`src/rtl/vadd_seq_ctrl_pkg.sv`:
```
// Shared definitions for the vector add/min/max/compare sequencer.
//   - FSM state encoding
//   - element-width (SEW) codes
//   - op-select compare bit index
//   - beat geometry and ALU latency constants
package vadd_seq_ctrl_pkg;

  typedef enum logic [1:0] {
    ST_IDLE  = 2'd0,
    ST_ISSUE = 2'd1,
    ST_DRAIN = 2'd2,
    ST_DONE  = 2'd3
  } state_e;

  typedef enum logic [1:0] {
    SEW_8  = 2'd0,
    SEW_16 = 2'd1,
    SEW_32 = 2'd2,
    SEW_64 = 2'd3
  } sew_e;

  localparam int OPSEL_CMP_BIT  = 8;
  localparam int BEAT_BYTES     = 8;
  localparam int ALU_LATENCY    = 6;
  // The ALU latency plus the issue register gives at most 7 beats in
  // flight, so 4 bits leave headroom.
  localparam int INFLIGHT_WIDTH = 4;

endpackage

```
`src/rtl/vadd_seq_ctrl_beat_calc.sv`:
```
// vadd_beat_calc: combinational geometry of one vector instruction.
//   vl      : element count
//   sew     : element width code (0=8b .. 3=64b)
//   opsel   : ALU op-select; only the compare bit matters here
//   beats   : number of 64-bit beats, ceil(vl * bytes_per_elem / 8)
//   tail_be : byte-enable for the final beat
//   is_cmp  : compare op, every write carries only the mask byte
module vadd_beat_calc
  import vadd_seq_ctrl_pkg::*;
#(
  parameter int VL_WIDTH    = 16,
  parameter int SEW_WIDTH   = 2,
  parameter int OPSEL_WIDTH = 9
) (
  input  logic [VL_WIDTH-1:0]    vl,
  input  logic [SEW_WIDTH-1:0]   sew,
  input  logic [OPSEL_WIDTH-1:0] opsel,
  output logic [VL_WIDTH-1:0]    beats,
  output logic [7:0]             tail_be,
  output logic                   is_cmp
);

  // vl << 3 is the widest byte count, so three extra bits hold it and the
  // +7 rounding term without overflow.
  localparam int BYTES_W = VL_WIDTH + 3;

  logic [BYTES_W-1:0] bytes;
  logic [BYTES_W-1:0] rounded;
  logic               unused_opsel;

  always_comb begin
    bytes = '0;
    case (sew)
      SEW_8:   bytes = {3'b000, vl};
      SEW_16:  bytes = {2'b00, vl, 1'b0};
      SEW_32:  bytes = {1'b0, vl, 2'b00};
      default: bytes = {vl, 3'b000};
    endcase
  end

  assign rounded = bytes + BYTES_W'(BEAT_BYTES - 1);
  assign beats   = rounded[BYTES_W-1:3];

  // A byte count that is a multiple of 8 fills the last beat completely.
  assign tail_be = (bytes[2:0] == 3'd0) ? 8'hFF : ((8'h01 << bytes[2:0]) - 8'h01);
  assign is_cmp  = opsel[OPSEL_CMP_BIT];

  assign unused_opsel = ^opsel;

endmodule

```
`src/rtl/vadd_seq_ctrl.sv`:
```
// vadd_seq_ctrl: sequencer in front of the vector ALU pipeline.
//   cmd_*      : one vector instruction (vl, sew, opSel, destination base)
//   opnd_*     : operand-pair stream, one 64-bit beat pair per transfer
//   alu_*      : beats issued to the ALU (registered, one cycle after accept)
//   alu_res_*  : ALU results returning ALU_LATENCY cycles after issue
//   wr_*       : register-file write, registered one cycle after a result
//   done       : one-cycle pulse once the last result has been written
//   err        : sticky, a result arrived while no instruction was active
//   dbg_*      : FSM state and in-flight count for observation
//
// Handshakes: a transfer happens on a cycle where valid && ready are both
// high at the rising clock edge. The producer holds its payload stable while
// valid is high and not accepted. cmd_ready and opnd_ready depend only on
// registered state, never combinationally on the matching valid. The ALU
// result port has no ready: a result is consumed on the cycle it is valid.
module vadd_seq_ctrl
  import vadd_seq_ctrl_pkg::*;
#(
  parameter int DATA_WIDTH  = 64,
  parameter int ADDR_WIDTH  = 32,
  parameter int SEW_WIDTH   = 2,
  parameter int OPSEL_WIDTH = 9,
  parameter int VL_WIDTH    = 16
) (
  input  logic                      clk,
  input  logic                      rst,
  input  logic                      cmd_valid,
  output logic                      cmd_ready,
  input  logic [VL_WIDTH-1:0]       cmd_vl,
  input  logic [SEW_WIDTH-1:0]      cmd_sew,
  input  logic [OPSEL_WIDTH-1:0]    cmd_opSel,
  input  logic [ADDR_WIDTH-1:0]     cmd_addr,
  input  logic                      opnd_valid,
  output logic                      opnd_ready,
  input  logic [DATA_WIDTH-1:0]     opnd_vec0,
  input  logic [DATA_WIDTH-1:0]     opnd_vec1,
  output logic                      alu_valid,
  output logic [DATA_WIDTH-1:0]     alu_vec0,
  output logic [DATA_WIDTH-1:0]     alu_vec1,
  output logic [SEW_WIDTH-1:0]      alu_sew,
  output logic [OPSEL_WIDTH-1:0]    alu_opSel,
  output logic [ADDR_WIDTH-1:0]     alu_addr,
  input  logic                      alu_res_valid,
  input  logic [DATA_WIDTH-1:0]     alu_res_vec,
  input  logic [ADDR_WIDTH-1:0]     alu_res_addr,
  output logic                      wr_en,
  output logic [ADDR_WIDTH-1:0]     wr_addr,
  output logic [DATA_WIDTH-1:0]     wr_data,
  output logic [7:0]                wr_be,
  output logic                      done,
  output logic                      err,
  output state_e                    dbg_state,
  output logic [INFLIGHT_WIDTH-1:0] dbg_inflight
);

  state_e state_q, state_d;

  logic [SEW_WIDTH-1:0]      sew_q, sew_d;
  logic [OPSEL_WIDTH-1:0]    opsel_q, opsel_d;
  logic [ADDR_WIDTH-1:0]     cur_addr_q, cur_addr_d;
  logic [ADDR_WIDTH-1:0]     last_addr_q, last_addr_d;
  logic [VL_WIDTH-1:0]       beats_left_q, beats_left_d;
  logic [7:0]                tail_be_q, tail_be_d;
  logic                      cmp_q, cmp_d;
  logic [INFLIGHT_WIDTH-1:0] inflight_q, inflight_d;

  logic                      alu_valid_q, alu_valid_d;
  logic [DATA_WIDTH-1:0]     alu_vec0_q, alu_vec0_d;
  logic [DATA_WIDTH-1:0]     alu_vec1_q, alu_vec1_d;
  logic [ADDR_WIDTH-1:0]     alu_addr_q, alu_addr_d;

  logic                      wr_en_q, wr_en_d;
  logic [ADDR_WIDTH-1:0]     wr_addr_q, wr_addr_d;
  logic [DATA_WIDTH-1:0]     wr_data_q, wr_data_d;
  logic [7:0]                wr_be_q, wr_be_d;
  logic                      err_q, err_d;

  logic [VL_WIDTH-1:0]       calc_beats;
  logic [7:0]                calc_tail_be;
  logic                      calc_is_cmp;

  logic cmd_fire;
  logic opnd_fire;
  logic res_take;
  logic res_stray;

  vadd_beat_calc #(
    .VL_WIDTH    (VL_WIDTH),
    .SEW_WIDTH   (SEW_WIDTH),
    .OPSEL_WIDTH (OPSEL_WIDTH)
  ) u_beat_calc (
    .vl      (cmd_vl),
    .sew     (cmd_sew),
    .opsel   (cmd_opSel),
    .beats   (calc_beats),
    .tail_be (calc_tail_be),
    .is_cmp  (calc_is_cmp)
  );

  assign cmd_fire  = (state_q == ST_IDLE) && cmd_valid;
  assign opnd_fire = (state_q == ST_ISSUE) && (beats_left_q != '0) && opnd_valid;
  assign res_take  = alu_res_valid && ((state_q == ST_ISSUE) || (state_q == ST_DRAIN));
  assign res_stray = alu_res_valid && ((state_q == ST_IDLE) || (state_q == ST_DONE));

  // State register and all datapath flops.
  always_ff @(posedge clk or negedge rst) begin
    if (!rst) begin
      state_q      <= ST_IDLE;
      sew_q        <= '0;
      opsel_q      <= '0;
      cur_addr_q   <= '0;
      last_addr_q  <= '0;
      beats_left_q <= '0;
      tail_be_q    <= '0;
      cmp_q        <= 1'b0;
      inflight_q   <= '0;
      alu_valid_q  <= 1'b0;
      alu_vec0_q   <= '0;
      alu_vec1_q   <= '0;
      alu_addr_q   <= '0;
      wr_en_q      <= 1'b0;
      wr_addr_q    <= '0;
      wr_data_q    <= '0;
      wr_be_q      <= '0;
      err_q        <= 1'b0;
    end else begin
      state_q      <= state_d;
      sew_q        <= sew_d;
      opsel_q      <= opsel_d;
      cur_addr_q   <= cur_addr_d;
      last_addr_q  <= last_addr_d;
      beats_left_q <= beats_left_d;
      tail_be_q    <= tail_be_d;
      cmp_q        <= cmp_d;
      inflight_q   <= inflight_d;
      alu_valid_q  <= alu_valid_d;
      alu_vec0_q   <= alu_vec0_d;
      alu_vec1_q   <= alu_vec1_d;
      alu_addr_q   <= alu_addr_d;
      wr_en_q      <= wr_en_d;
      wr_addr_q    <= wr_addr_d;
      wr_data_q    <= wr_data_d;
      wr_be_q      <= wr_be_d;
      err_q        <= err_d;
    end
  end

  // Next-state logic.
  always_comb begin
    state_d = state_q;
    case (state_q)
      ST_IDLE:  if (cmd_valid) state_d = (cmd_vl == '0) ? ST_DONE : ST_ISSUE;
      // beats_left is at least 1 on ISSUE entry, so the last accept is the
      // one that sees exactly one beat remaining.
      ST_ISSUE: if (opnd_fire && (beats_left_q == VL_WIDTH'(1))) state_d = ST_DRAIN;
      // A result arriving this cycle still has to be written, so wait for it.
      ST_DRAIN: if ((inflight_q == '0) && !alu_res_valid) state_d = ST_DONE;
      default:  state_d = ST_IDLE;
    endcase
  end

  // Datapath next values.
  always_comb begin
    sew_d        = sew_q;
    opsel_d      = opsel_q;
    cur_addr_d   = cur_addr_q;
    last_addr_d  = last_addr_q;
    beats_left_d = beats_left_q;
    tail_be_d    = tail_be_q;
    cmp_d        = cmp_q;
    inflight_d   = inflight_q;
    alu_valid_d  = 1'b0;
    alu_vec0_d   = alu_vec0_q;
    alu_vec1_d   = alu_vec1_q;
    alu_addr_d   = alu_addr_q;
    wr_en_d      = 1'b0;
    wr_addr_d    = wr_addr_q;
    wr_data_d    = wr_data_q;
    wr_be_d      = wr_be_q;
    err_d        = err_q | res_stray;

    if (cmd_fire) begin
      sew_d        = cmd_sew;
      opsel_d      = cmd_opSel;
      cur_addr_d   = cmd_addr;
      last_addr_d  = cmd_addr + ADDR_WIDTH'(calc_beats) - ADDR_WIDTH'(1);
      beats_left_d = calc_beats;
      tail_be_d    = calc_tail_be;
      cmp_d        = calc_is_cmp;
      inflight_d   = '0;
    end

    if (opnd_fire) begin
      alu_valid_d  = 1'b1;
      alu_vec0_d   = opnd_vec0;
      alu_vec1_d   = opnd_vec1;
      alu_addr_d   = cur_addr_q;
      cur_addr_d   = cur_addr_q + ADDR_WIDTH'(1);
      beats_left_d = beats_left_q - VL_WIDTH'(1);
    end

    if (res_take) begin
      wr_en_d   = 1'b1;
      wr_addr_d = alu_res_addr;
      wr_data_d = alu_res_vec;
      if (cmp_q)                             wr_be_d = 8'h01;
      else if (alu_res_addr == last_addr_q)  wr_be_d = tail_be_q;
      else                                   wr_be_d = 8'hFF;
    end

    // An issue and a return in the same cycle cancel out.
    case ({opnd_fire, res_take})
      2'b10:   inflight_d = inflight_q + INFLIGHT_WIDTH'(1);
      2'b01:   inflight_d = inflight_q - INFLIGHT_WIDTH'(1);
      default: ;
    endcase
  end

  // Outputs.
  always_comb begin
    cmd_ready    = (state_q == ST_IDLE);
    opnd_ready   = (state_q == ST_ISSUE) && (beats_left_q != '0);
    done         = (state_q == ST_DONE);
    dbg_state    = state_q;
    dbg_inflight = inflight_q;
  end

  assign alu_valid = alu_valid_q;
  assign alu_vec0  = alu_vec0_q;
  assign alu_vec1  = alu_vec1_q;
  assign alu_sew   = sew_q;
  assign alu_opSel = opsel_q;
  assign alu_addr  = alu_addr_q;
  assign wr_en     = wr_en_q;
  assign wr_addr   = wr_addr_q;
  assign wr_data   = wr_data_q;
  assign wr_be     = wr_be_q;
  assign err       = err_q;

endmodule

```
`config.mk`:
```
export PLATFORM = sky130hd
export DESIGN_NAME = vadd_seq_ctrl
export DESIGN_NICKNAME = d
export VERILOG_FILES = /design/src/rtl/vadd_seq_ctrl_pkg.sv /design/src/rtl/vadd_seq_ctrl_beat_calc.sv /design/src/rtl/vadd_seq_ctrl.sv
export SDC_FILE = /design/constraint.sdc
export NUM_CORES = 1
export LEC_CHECK = 0
export CAP_MARGIN = 20
export CORE_AREA = 2 2 222 224
export CTS_CLUSTER_SIZE = 8
export DETAILED_ROUTE_END_ITERATION = 16
export DIE_AREA = 0 0 224 226
export GPL_TIMING_DRIVEN = 0
export MAX_ROUTING_LAYER = met4
export PLACE_DENSITY_LB_ADDON = 0.05
export SYNTH_ARGS = -nofsm -noshare
export SYNTH_HDL_FRONTEND = slang
export SYNTH_SLANG_ARGS = --single-unit
```
`constraint.sdc`:
```
create_clock -name clk -period 8.2 [get_ports clk]
set_input_delay 1.64 -clock clk [delete_from_list [all_inputs] [get_ports clk]]
set_output_delay 1.64 -clock clk [all_outputs]
set_load 0.005 [all_outputs]
```
==> reports/results.tsv, run 1 <==
stage	metric	value	unit
outcome	status	finished, final reports clean	
setup_path	type_of_element_capturing_the_critical_path	register	
clock_tree	buffer_levels_on_the_longest_clock_path	3	
placed_design	pre_cts_ws	1.344	ns
logic_synthesis	avgSynthCellArea	9.498	sq um
logic_synthesis	synth_largest_area_cell	sky130_fd_sc_hd__dfrtp_1	
floorplan	start_util	0.3745	
logic_synthesis	synth.top_cell.area_share	0.5142	
clock_tree	cts_sinks	372	
setup_path	worstSetupPathType	input pin to register	
timing	relative_slew_margins	0.4068	
logic_synthesis	synthTopCellsByCount	sky130_fd_sc_hd__nand2_1, sky130_fd_sc_hd__dfrtp_1, sky130_fd_sc_hd__mux2_2	
global_route	groute.usage.overall	0.2411	
layout	area_growth	44.14	%
timing	finalHoldViolations	0	
logic_synthesis	syn_area	0.01810	sq mm
logic_synthesis	synth_top_flop_cell	sky130_fd_sc_hd__dfrtp_1	
pwr	post-layout-total-power	4562	uW
routing	first_pass_iters	5	
setup_path	critical_path_required	8.67	ns
clock_tree	cts_hold_repair.buffers	0	
global_route	via_count_of_the_first_global_routing_pass	15860	
routing	num_vias	15970	
floorplan	die-height	226	um
timing	clock_skew	0.02896	ns
setup_path	path_buf_inv	4	
clock_tree	cts_root_buf	sky130_fd_sc_hd__clkbuf_16	
floorplan	core_region_area	0.04834	sq mm
logic_synthesis	synth_top_cells_by_area	sky130_fd_sc_hd__dfrtp_1, sky130_fd_sc_hd__nand2_1, sky130_fd_sc_hd__mux2_2	
global_route	grt_start_max_net_pins	104	
floorplan	die_area	0.05062	sq mm
timing	finalSetupViolations	0	
pwr	power_density	174.8	mW/mm^2
timing	timing.fmax	158.4	MHz
timing	worst-slew-pin-transition	0.8898	ns
logic_synthesis	yosys_warnings	0	
routing	route.detailed.wl_per_inst	19.09	um
clock_tree	tritoncts	done	
logic_synthesis	synth.distinct_cells	76	
clock_tree	postCtsSetupBuffers	0	
run	max_capacitance_violation_total	0	
routing	routed_wirelength	60470	um
setup_path	path_max_fanout	8	
placed_design	io_buffer_count	570	
global_route	grt_antenna_before_repair	4	
setup_path	critical_path.top_delay_family	compound AO/OA/AOI/OAI gates	
timing	final.setup.worst_slack	1.886	ns
logic_synthesis	synth.yosys.seq_area_share	0.5142	
setup_path	timing.critical_path.slowest_cell_delay	0.68	ns
global_route	grt_overflow_total	0	
floorplan	ioPinCount	575	
setup_path	timing.critical_path.slowest_stage_cell	sky130_fd_sc_hd__clkdlybuf4s50_1	
logic_synthesis	syn-num-nets	2256	
logic_synthesis	synth.ff_latch_count	372	
clock_tree	cts_buffers	53	
global_route	global_route_wire_length_before_repair	91410	um
setup_path	arrival_worst_endpoint	6.78	ns
placed_design	gp_congestion	0.8902	
layout	fin_nets	2885	
routing	vias_per_cell	5.043	
timing	post_layout_minimum_cycle_time	6.314	ns
pwr	vdd_ir_drop_max	0.1329	mV
timing	worst_hold_slack	0.4663	ns
routing	drtIter0Drc	986	
min_path	holdCritPathClass	register to register	
timing	finalCritPeriodShare	0.7700	
floorplan	fp.dieW	224	um
timing	slew_violations	0	
floorplan	std_cell_rows	81	
logic_synthesis	synth_edf_count	0	
clock_tree	htree_num_levels	2	
placed_design	detailedPlacementHpwl	46530	um
placed_design	placedInstanceArea	0.02470	sq mm
layout	final_layout_size_suffix_gt1_frac	0.09445	
routing	route.detailed.drc	0	
routing	drt.antenna.violating_nets	0	
setup_path	timing.critical_path.from_type	input pin	
logic_synthesis	asyncSetResetFlopFracSynth	1.000	
pwr	total_leakage_power	0.01227	uW
clock_tree	clkTransAtPathRegs	0.05	ns
clock_tree	clock_insertion_delay_worst_skew	0.59	ns
layout	final_cell_area	0.02609	sq mm
setup_path	ordered_cell_list_for_the_critical_path	clkdlybuf4s50_1 -> nor2_1 -> a2bb2oi_1 -> o22ai_2 -> and3_1 -> buf_6 -> nand3_4 -> or4_4 -> o31ai_2 -> a311oi_1 -> ha_1 -> inv_1 -> ha_1 -> clkbuf_1 -> a211oi_1 -> o21ai_0 -> a211oi_1 -> o21ai_1 -> a22o_1 -> o211ai_1 -> nor3_1 -> o32a_1	
layout	post-route-util	0.5398	
clock_tree	post_cts_resized	0	
logic_synthesis	syn_inst	1906	
logic_synthesis	synth_most_common_cell	sky130_fd_sc_hd__nand2_1	
timing	setup_repair_after_global_routing_missed_its_margin	no	
==> worst paths after layout <==
path,from,slack (ns),endpoint,depth (start not counted)
min in group asynchronous,rst,0.98,wr_data[22],1
min,err,0.47,err,1
max reg2reg,beats_left_q[8],3.85,dbg_inflight[3],14
max in group asynchronous,rst,5.92,alu_vec0[51],3
min reg2reg,err,0.47,err,1
max,cmd_vl[1],1.89,last_addr_q[31],22
==> logic make-up after synthesis <==
group           share of synthesized area
compound gates                    0.09897
xor+xnor                          0.03338
fa+ha+maj                         0.04368
buf+inv                           0.04506
flops                              0.5142
mux                               0.07215
simple gates                       0.1925
==> state kept, by name, summed over array words and instances (netlist names), 4 cells and up <==
register / cells
alu_addr: 32
beats_left_q: 16
dbg_inflight: 4
tail_be_q: 8
cur_addr_q: 32
alu_opSel: 9
last_addr_q: 32
wr_data: 64
wr_be: 8
alu_vec0: 64
wr_addr: 32
alu_vec1: 64
==> cells in the final DEF (no fill, tap or decap), types with 8 or more instances in the layout <==
master,instances
sky130_fd_sc_hd__a211o_1,8
sky130_fd_sc_hd__a211oi_1,16
sky130_fd_sc_hd__a21o_1,13
sky130_fd_sc_hd__a21oi_1,59
sky130_fd_sc_hd__a221oi_1,8
sky130_fd_sc_hd__a311oi_1,13
sky130_fd_sc_hd__and3_1,10
sky130_fd_sc_hd__buf_2,39
sky130_fd_sc_hd__clkbuf_1,45
sky130_fd_sc_hd__clkbuf_16,53
sky130_fd_sc_hd__clkdlybuf4s50_1,569
sky130_fd_sc_hd__dfrtp_1,372
sky130_fd_sc_hd__ha_1,60
sky130_fd_sc_hd__inv_1,92
sky130_fd_sc_hd__mux2_2,103
sky130_fd_sc_hd__mux2i_1,12
sky130_fd_sc_hd__nand2_1,609
sky130_fd_sc_hd__nand3_1,29
sky130_fd_sc_hd__nand4_1,18
sky130_fd_sc_hd__nor2_1,74
sky130_fd_sc_hd__nor3_1,28
sky130_fd_sc_hd__nor4_1,15
sky130_fd_sc_hd__o211ai_1,8
sky130_fd_sc_hd__o21ai_0,67
sky130_fd_sc_hd__o221ai_1,10
sky130_fd_sc_hd__o31ai_1,14
sky130_fd_sc_hd__xnor2_1,22
sky130_fd_sc_hd__xor2_1,47
==> area by class of cell <==
type,count,area [sq um]
multi-input combinational,1347,7979
fill,4570,22250
inverter,93,349.1
clock buffer,58,1355
clock inverter,3,26.28
tap,622,778.2
antenna,4,10.01
buffer,94,466.7
timing repair buffer,574,5821
sequential,372,9309
==> per-layer routing <==
metal  vias up  track usage  part of all wire
li1       7633            -                 -
met3       108      0.04528             0.060
met4         0      0.07226             0.025
met2       542       0.3871              0.48
met1      7688       0.3110              0.43
met5         -            -                 0
==> worst reg2reg max path: stages, from the launching register on <==
cell,delay (ns)
sky130_fd_sc_hd__dfrtp_1,0.42
sky130_fd_sc_hd__or4_4,0.58
sky130_fd_sc_hd__nor4b_2,0.53
sky130_fd_sc_hd__nand3_1,0.20
sky130_fd_sc_hd__nand3_2,0.28
sky130_fd_sc_hd__buf_2,0.35
sky130_fd_sc_hd__buf_2,0.33
sky130_fd_sc_hd__ha_1,0.35
sky130_fd_sc_hd__ha_1,0.29
sky130_fd_sc_hd__a21o_1,0.16
sky130_fd_sc_hd__a21oi_1,0.25
sky130_fd_sc_hd__nor3_1,0.08
sky130_fd_sc_hd__a211o_1,0.27
sky130_fd_sc_hd__nand2_1,0.06
sky130_fd_sc_hd__o21ai_0,0.07
==> metrics by stage <==
stage               setup TNS [ns]  instances
floorplan                        0       1906
finish                           0       3167
global placement          -4257.46       3098
CTS                              0       3163
detailed placement               0       3102
global route                     0       3167
==> power breakdown <==
group	switching, uW	internal [uW]	total (uW)
sequential	30.8	1890	1920
clock	787	1140	1930
combinational	319	387	706
(Power assumes the default switching activity.)
==> run 2, diff against run 1 <==
--- a/config.mk
+++ b/config.mk
@@ -6,10 +6,11 @@
 export NUM_CORES = 1
 export LEC_CHECK = 0
 export CAP_MARGIN = 20
-export CORE_AREA = 2 2 222 224
+export CORE_ASPECT_RATIO = 0.6
+export CORE_MARGIN = 2
+export CORE_UTILIZATION = 43
 export CTS_CLUSTER_SIZE = 8
 export DETAILED_ROUTE_END_ITERATION = 16
-export DIE_AREA = 0 0 224 226
 export GPL_TIMING_DRIVEN = 0
 export MAX_ROUTING_LAYER = met4
 export PLACE_DENSITY_LB_ADDON = 0.05
==> constraint.sdc (replaced) <==
create_clock -name clk -period 5.2 [get_ports clk]
set_input_delay 1.04 -clock clk [delete_from_list [all_inputs] [get_ports clk]]
set_output_delay 1.04 -clock clk [all_outputs]
set_load 0.005 [all_outputs]
==> run 2 against run 1 <==
- clock power is 60% higher
- largest power group unchanged
- via count is 2.5% higher
- critical path depth is 1 lower
- critical endpoint unchanged
- clock skew is 0.0081 ns lower
- largest cell class unchanged
==> reports/results.tsv, run 2 (synthesis gave the netlist of run 1 again) <==
stage	metric	value	unit
layout	layout.cells.most_common_list	sky130_fd_sc_hd__nand2_1, sky130_fd_sc_hd__clkdlybuf4s50_1, sky130_fd_sc_hd__dfrtp_1	
clock_tree	cts_root_buf	sky130_fd_sc_hd__clkbuf_16	
timing	slew_violations	0	
timing	timing.fmax	199.7	MHz
clock_tree	cts_hold_repair.buffers	0	
placed_design	place.detailed.instances	3049	
layout	mostFrequentLayoutCell	sky130_fd_sc_hd__nand2_1	
timing	finalHoldViolations	0	
global_route	via_count_of_the_first_global_routing_pass	16030	
floorplan	core_region_area	0.04173	sq mm
pwr	total_leakage_power	0.01240	uW
routing	drtIter0Drc	1405	
global_route	grt_overflow_total	0	
global_route	global_route_wire_length_before_repair	93810	um
floorplan	fp.dieW	268.9	um
pwr	power_density	276.9	mW/mm^2
timing	clock_skew	0.02082	ns
clock_tree	clkTransAtPathRegs	0.05	ns
clock_tree	htree_num_levels	2	
floorplan	die-height	162.9	um
placed_design	gp_congestion	0.9355	
floorplan	die_area	0.04381	sq mm
routing	first_pass_iters	5	
pwr	vdd_ir_drop_max	0.2498	mV
floorplan	std_cell_rows	58	
timing	finalSetupViolations	0	
setup_path	ordered_cell_list_for_the_critical_path	clkbuf_4 -> mux2i_1 -> a2bb2oi_1 -> o22ai_2 -> and3_4 -> buf_6 -> nand3_4 -> or4_4 -> o31ai_4 -> a311oi_4 -> ha_1 -> inv_1 -> ha_2 -> a211oi_2 -> o21ai_1 -> a211oi_2 -> o21ai_1 -> a22o_1 -> o211ai_1 -> nor3_1 -> o32a_1	
outcome	status	finished, final reports clean	
global_route	grt_start_max_net_pins	117	
setup_path	worstSetupPathType	input pin to register	
global_route	grt_antenna_before_repair	10	
routing	route.detailed.drc	0	
setup_path	critical_path_required	5.65	ns
layout	fin_cells	3122	
routing	routed_wirelength	62780	um
pwr	post-layout-total-power	7258	uW
floorplan	start_util	0.4339	
layout	area_growth	44.76	%
setup_path	timing.critical_path.from_type	input pin	
clock_tree	cts_sinks	372	
pwr	power_report.internal_total	5440	uW
timing	finalCritPeriodShare	0.9628	
layout	final_layout_size_suffix_gt1_frac	0.1046	
global_route	groute.usage.overall	0.2886	
layout	fin_nets	2890	
clock_tree	tritoncts	done	
placed_design	detailedPlacementHpwl	48530	um
layout	fillerInstances	3540	
setup_path	timing.critical_path.slowest_stage_cell	sky130_fd_sc_hd__or4_4	
routing	route.detailed.wl_per_inst	20.11	um
timing	post_layout_minimum_cycle_time	5.006	ns
timing	relative_slew_margins	0.3636	
routing	drt.antenna.violating_nets	0	
routing	vias_per_cell	5.244	
pwr	seq_power_share	0.419	
pwr	switching_share	0.2504	
run	max_capacitance_violation_total	0	
pwr	p_switching	1818	uW
clock_tree	buffer_levels_on_the_longest_clock_path	3	
timing	worst-slew-pin-transition	0.9547	ns
clock_tree	cts_buffers	52	
setup_path	arrival_worst_endpoint	5.46	ns
clock_tree	clock_insertion_delay_worst_skew	0.58	ns
floorplan	ioPinCount	575	
placed_design	io_buffer_count	570	
setup_path	timing.critical_path.slowest_cell_delay	0.48	ns
min_path	holdCritPathClass	input pin to asynchronous set/reset pin	
setup_path	type_of_element_capturing_the_critical_path	register	
routing	num_vias	16370	
pwr	p_clk_frac	0.425	
setup_path	path_max_fanout	9	
pwr	combinationalPowerShare	0.156	
==> run 2: cell count changes in the layout (fill, tap and decap cells not counted), sizes merged <==
cell           change
clkinv             -1
clkdlybuf4s50     -11
dlymetal6s2s       +8
diode              +6
buf                +4
bufinv             +1
==> run 2: area by class of cell <==
type	count	area, sq um	area share
antenna	10	25.02	0.0009549
buffer	93	471.7	0.01800
clock buffer	53	1326	0.05061
clock inverter	3	70.07	0.002674
inverter	93	349.1	0.01332
multi-input combinational	1347	8084	0.3085
sequential	372	9309	0.3552
tap	570	713.2	0.02721
timing repair buffer	581	5858	0.2235
==> run 2: critical path, delay by kind of cell <==
kind / cells / cell delay (ns)
simple gates: 4 / 0.88
fa+ha+maj: 2 / 0.63
compound gates: 11 / 2.41
mux: 1 / 0.12
buf+inv: 3 / 0.36
==> run 2: path summary, 6_finish.rpt <==
check | from | to | slack, ns | cells past startpoint
max | cmd_vl[2] | last_addr_q[31] | 0.19 | 21
min | rst | wr_data[58] | 0.39 | 1
max reg2reg | beats_left_q[8] | dbg_inflight[3] | 0.77 | 14
min reg2reg | alu_vec0[43] | alu_vec0[43] | 0.47 | 2
max in group asynchronous | rst | alu_vec0[56] | 3.34 | 3
min in group clk | alu_vec0[43] | alu_vec0[43] | 0.47 | 2
==> run 2: metrics by stage <==
step | setup slack (ns) | hold WS (ns) | area [sq um] | utilization | TNS [ns]
after floorplan | 0.004304 | 0.4360 | 18100 | - | 0
after global placement | -13.87 | 0.4398 | 24520 | 0.5877 | -5147.02
after detailed placement | -1.103 | 0.4476 | 24610 | 0.5898 | -10.95
after CTS | 0.04053 | 0.3988 | 26050 | 0.6243 | 0
after global routing | -0.04693 | 0.4175 | 26210 | 0.6280 | -0.04693
final | 0.1936 | 0.3881 | 26210 | 0.6280 | 0
==> run 2: repair_timing <==
action	4_1_cts	5_1_grt
resized for setup	10	34
setup endpoints to repair	10	8
pin swaps	3	15
setup buffers	2	6
==> run 2: layer usage <==
metal	track usage	vias to the layer above	wire length [um]	part of all wire
li1	-	7669	-	-
met1	0.4027	8035	28030	0.45
met2	0.4281	594	28710	0.46
met3	0.07000	75	5005	0.080
met4	0.05909	0	1037	0.017
met5	-	-	0	0
==> run 2: power by group through the flow <==
stage / logic, uW / registers (uW) / clock network (uW)
finish: 1130 / 3040 / 3090
global route: 1240 / 3040 / 3280
CTS: 1120 / 3040 / 3150
detailed placement: 1110 / 3080 / 0
global placement: 1080 / 3090 / 0
floorplan: 485 / 3090 / 0
==> run 3, diff against run 2 <==
--- a/config.mk
+++ b/config.mk
@@ -5,15 +5,13 @@
 export SDC_FILE = /design/constraint.sdc
 export NUM_CORES = 1
 export LEC_CHECK = 0
-export CAP_MARGIN = 20
-export CORE_ASPECT_RATIO = 0.6
-export CORE_MARGIN = 2
-export CORE_UTILIZATION = 43
+export CORE_AREA = 2 2 221 223
 export CTS_CLUSTER_SIZE = 8
 export DETAILED_ROUTE_END_ITERATION = 16
+export DIE_AREA = 0 0 223 225
 export GPL_TIMING_DRIVEN = 0
 export MAX_ROUTING_LAYER = met4
-export PLACE_DENSITY_LB_ADDON = 0.05
+export PLACE_DENSITY = 0.81
 export SYNTH_ARGS = -nofsm -noshare
 export SYNTH_HDL_FRONTEND = slang
 export SYNTH_SLANG_ARGS = --single-unit
==> run 3 against run 2 <==
- hold slack better by 0.069 ns
- combinational power hardly changed
- wire length is 0.79% higher
- critical endpoint unchanged
- maximum frequency is 0.89% lower
- sequential share of layout area is 0.10 points higher
- cell area is 0.28% lower
- critical path type unchanged
- first-iteration DRC count is 24% lower
- critical path depth is 2 lower
- non-clock buffer count is 4 lower
==> reports/results.tsv, run 3 (synthesis gave the netlist of run 1 again) <==
stage	metric	value	unit
setup_path	ordered_cell_list_for_the_critical_path	clkdlybuf4s50_1 -> mux2i_1 -> a21oi_2 -> and4_4 -> nand3_4 -> or4_4 -> o31ai_4 -> a311oi_2 -> ha_1 -> inv_1 -> ha_2 -> a211oi_1 -> o21ai_0 -> a211oi_1 -> o21ai_1 -> a22o_1 -> o211ai_1 -> nor3_1 -> o32a_1	
floorplan	start_util	0.3808	
floorplan	fp.dieW	223	um
pwr	post-layout-total-power	7220	uW
floorplan	ioPinCount	575	
setup_path	timing.critical_path.from_type	input pin	
min_path	holdCritPathClass	register to register	
routing	num_vias	16510	
timing	clock_skew	0.02374	ns
global_route	met1_usage	0.3047	
layout	area_growth	44.35	%
clock_tree	tritoncts	done	
setup_path	worstSetupPathType	input pin to register	
placed_design	detailedPlacementHpwl	48390	um
global_route	groute.usage.overall	0.2521	
placed_design	gp_congestion	0.9409	
routing	routed_wirelength	63270	um
clock_tree	clock_insertion_delay_worst_skew	0.58	ns
global_route	busiest_layer	met2	
setup_path	timing.critical_path.slowest_stage_cell	sky130_fd_sc_hd__or4_4	
global_route	grt_overflow_total	0	
timing	worst_hold_slack	0.4573	ns
setup_path	most_used_cell_along_the_critical_path	sky130_fd_sc_hd__a211oi_1	
routing	vias_per_cell	5.213	
floorplan	core_region_area	0.04755	sq mm
floorplan	die-height	225	um
timing	setup_repair_after_global_routing_missed_its_margin	yes	
clock_tree	htree_num_levels	2	
setup_path	path_max_fanout	7	
routing	first_pass_iters	5	
timing	worst-slew-pin-transition	1.054	ns
clock_tree	buffer_levels_on_the_longest_clock_path	3	
floorplan	std_cell_rows	80	
layout	fin_nets	2887	
outcome	status	finished, final reports clean	
global_route	grt_antenna_before_repair	10	
clock_tree	cts_root_buf	sky130_fd_sc_hd__clkbuf_16	
placed_design	io_buffer_count	570	
routing	route.detailed.wl_per_inst	19.97	um
setup_path	timing.critical_path.slowest_cell_delay	0.56	ns
layout	mostFrequentLayoutCell	sky130_fd_sc_hd__nand2_1	
setup_path	critical_path.top_delay_family	compound AO/OA/AOI/OAI gates	
timing	finalSetupTns	0	ns
global_route	grt_start_max_net_pins	120	
routing	route.detailed.drc	0	
setup_path	critical_path_required	5.66	ns
setup_path	type_of_element_capturing_the_critical_path	register	
setup_path	ff2ff_setup_slack	0.85	ns
layout	layout.cells.most_common_list	sky130_fd_sc_hd__nand2_1, sky130_fd_sc_hd__clkdlybuf4s50_1, sky130_fd_sc_hd__dfrtp_1	
timing	finalCritPeriodShare	0.9714	
timing	finalHoldViolations	0	
pwr	vdd_ir_drop_max	0.2190	mV
pwr	total_leakage_power	0.01233	uW
global_route	global_route_wire_length_before_repair	95330	um
clock_tree	cts_buffers	53	
setup_path	path_buf_inv	2	
floorplan	die_area	0.05018	sq mm
routing	drtIter0Drc	1072	
global_route	via_count_of_the_first_global_routing_pass	16680	
setup_path	arrival_worst_endpoint	5.51	ns
timing	post_layout_minimum_cycle_time	5.051	ns
timing	slew_violations	0	
routing	drt.antenna.violating_nets	0	
timing	relative_slew_margins	0.2973	
clock_tree	clkTransAtPathRegs	0.05	ns
global_route	global_route.usage.met2	0.4133	
layout	final_layout_size_suffix_gt1_frac	0.09988	
timing	finalSetupViolations	0	
pwr	power_density	276.3	mW/mm^2
global_route	grt_util_met3	0.06310	
clock_tree	cts_hold_repair.buffers	0	
timing	timing.fmax	198.0	MHz
run	max_capacitance_violation_total	0	
clock_tree	cts_sinks	372	
-- run 3: cell types whose count changed in the layout (fill, tap and decap cells not counted), sizes merged --
cell / previous run / this run
clkdlybuf4s50: 558 / 561
clkbuf: 99 / 100
dlymetal6s2s: 8 / 5
buf: 62 / 61
clkinv: 0 / 2
bufinv: 1 / 0
-- run 3: worst paths after layout --
| path | depth (start not counted) | end | from |
|---|---|---|---|
| worst max-delay path | 19 | last_addr_q[31] | cmd_vl[9] |
| max in group asynchronous | 3 | alu_opSel[1] | rst |
| worst max register to register | 14 | dbg_inflight[3] | beats_left_q[8] |
| min in group asynchronous | 1 | alu_vec1[37] | rst |
| worst min-delay path | 1 | err | err |
| worst min register to register | 1 | err | err |
-- run 3: routing by layer --
| metal | vias up | wire length (um) |
|---|---|---|
| met1 | 8031 | 25960 |
| met2 | 667 | 30830 |
| met3 | 133 | 4523 |
| met5 | - | 0 |
| li1 | 7683 | - |
| met4 | 0 | 1953 |
-- run 3: cell type report --
type,instances,area (sq um)
tap,615,769.5
buffer,93,464.2
fill,4118,21410
multi-input combinational,1347,8006
clock inverter,4,27.53
clock buffer,57,1361
inverter,93,349.1
timing repair buffer,577,5821
sequential,372,9309
antenna,10,25.02
-- run 3: per-stage QoR --
step | setup slack [ns] | util | std cells | area, sq um
detailed placement | -0.9724 | 0.5188 | 3094 | 24670
global placement | -12.79 | 0.5169 | 3091 | 24580
finish | 0.1485 | 0.5496 | 3168 | 26130
CTS | 0.004525 | 0.5483 | 3155 | 26070
global route | -0.01371 | 0.5496 | 3168 | 26130
floorplan | 0.004304 | - | 1906 | 18100
-- run 3: power breakdown --
group	leakage (uW)	total, uW	switching (uW)	internal, uW
Sequential	0.00494	3040	54.0	2990
Clock	0.000687	3040	1230	1810
Combinational	0.00671	1140	525	613
-- run 3: repair_timing --
action,in CTS,in global routing
pin swaps,1,4
setup endpoints to repair,11,10
gates resized for setup,6,16
setup buffers,1,3
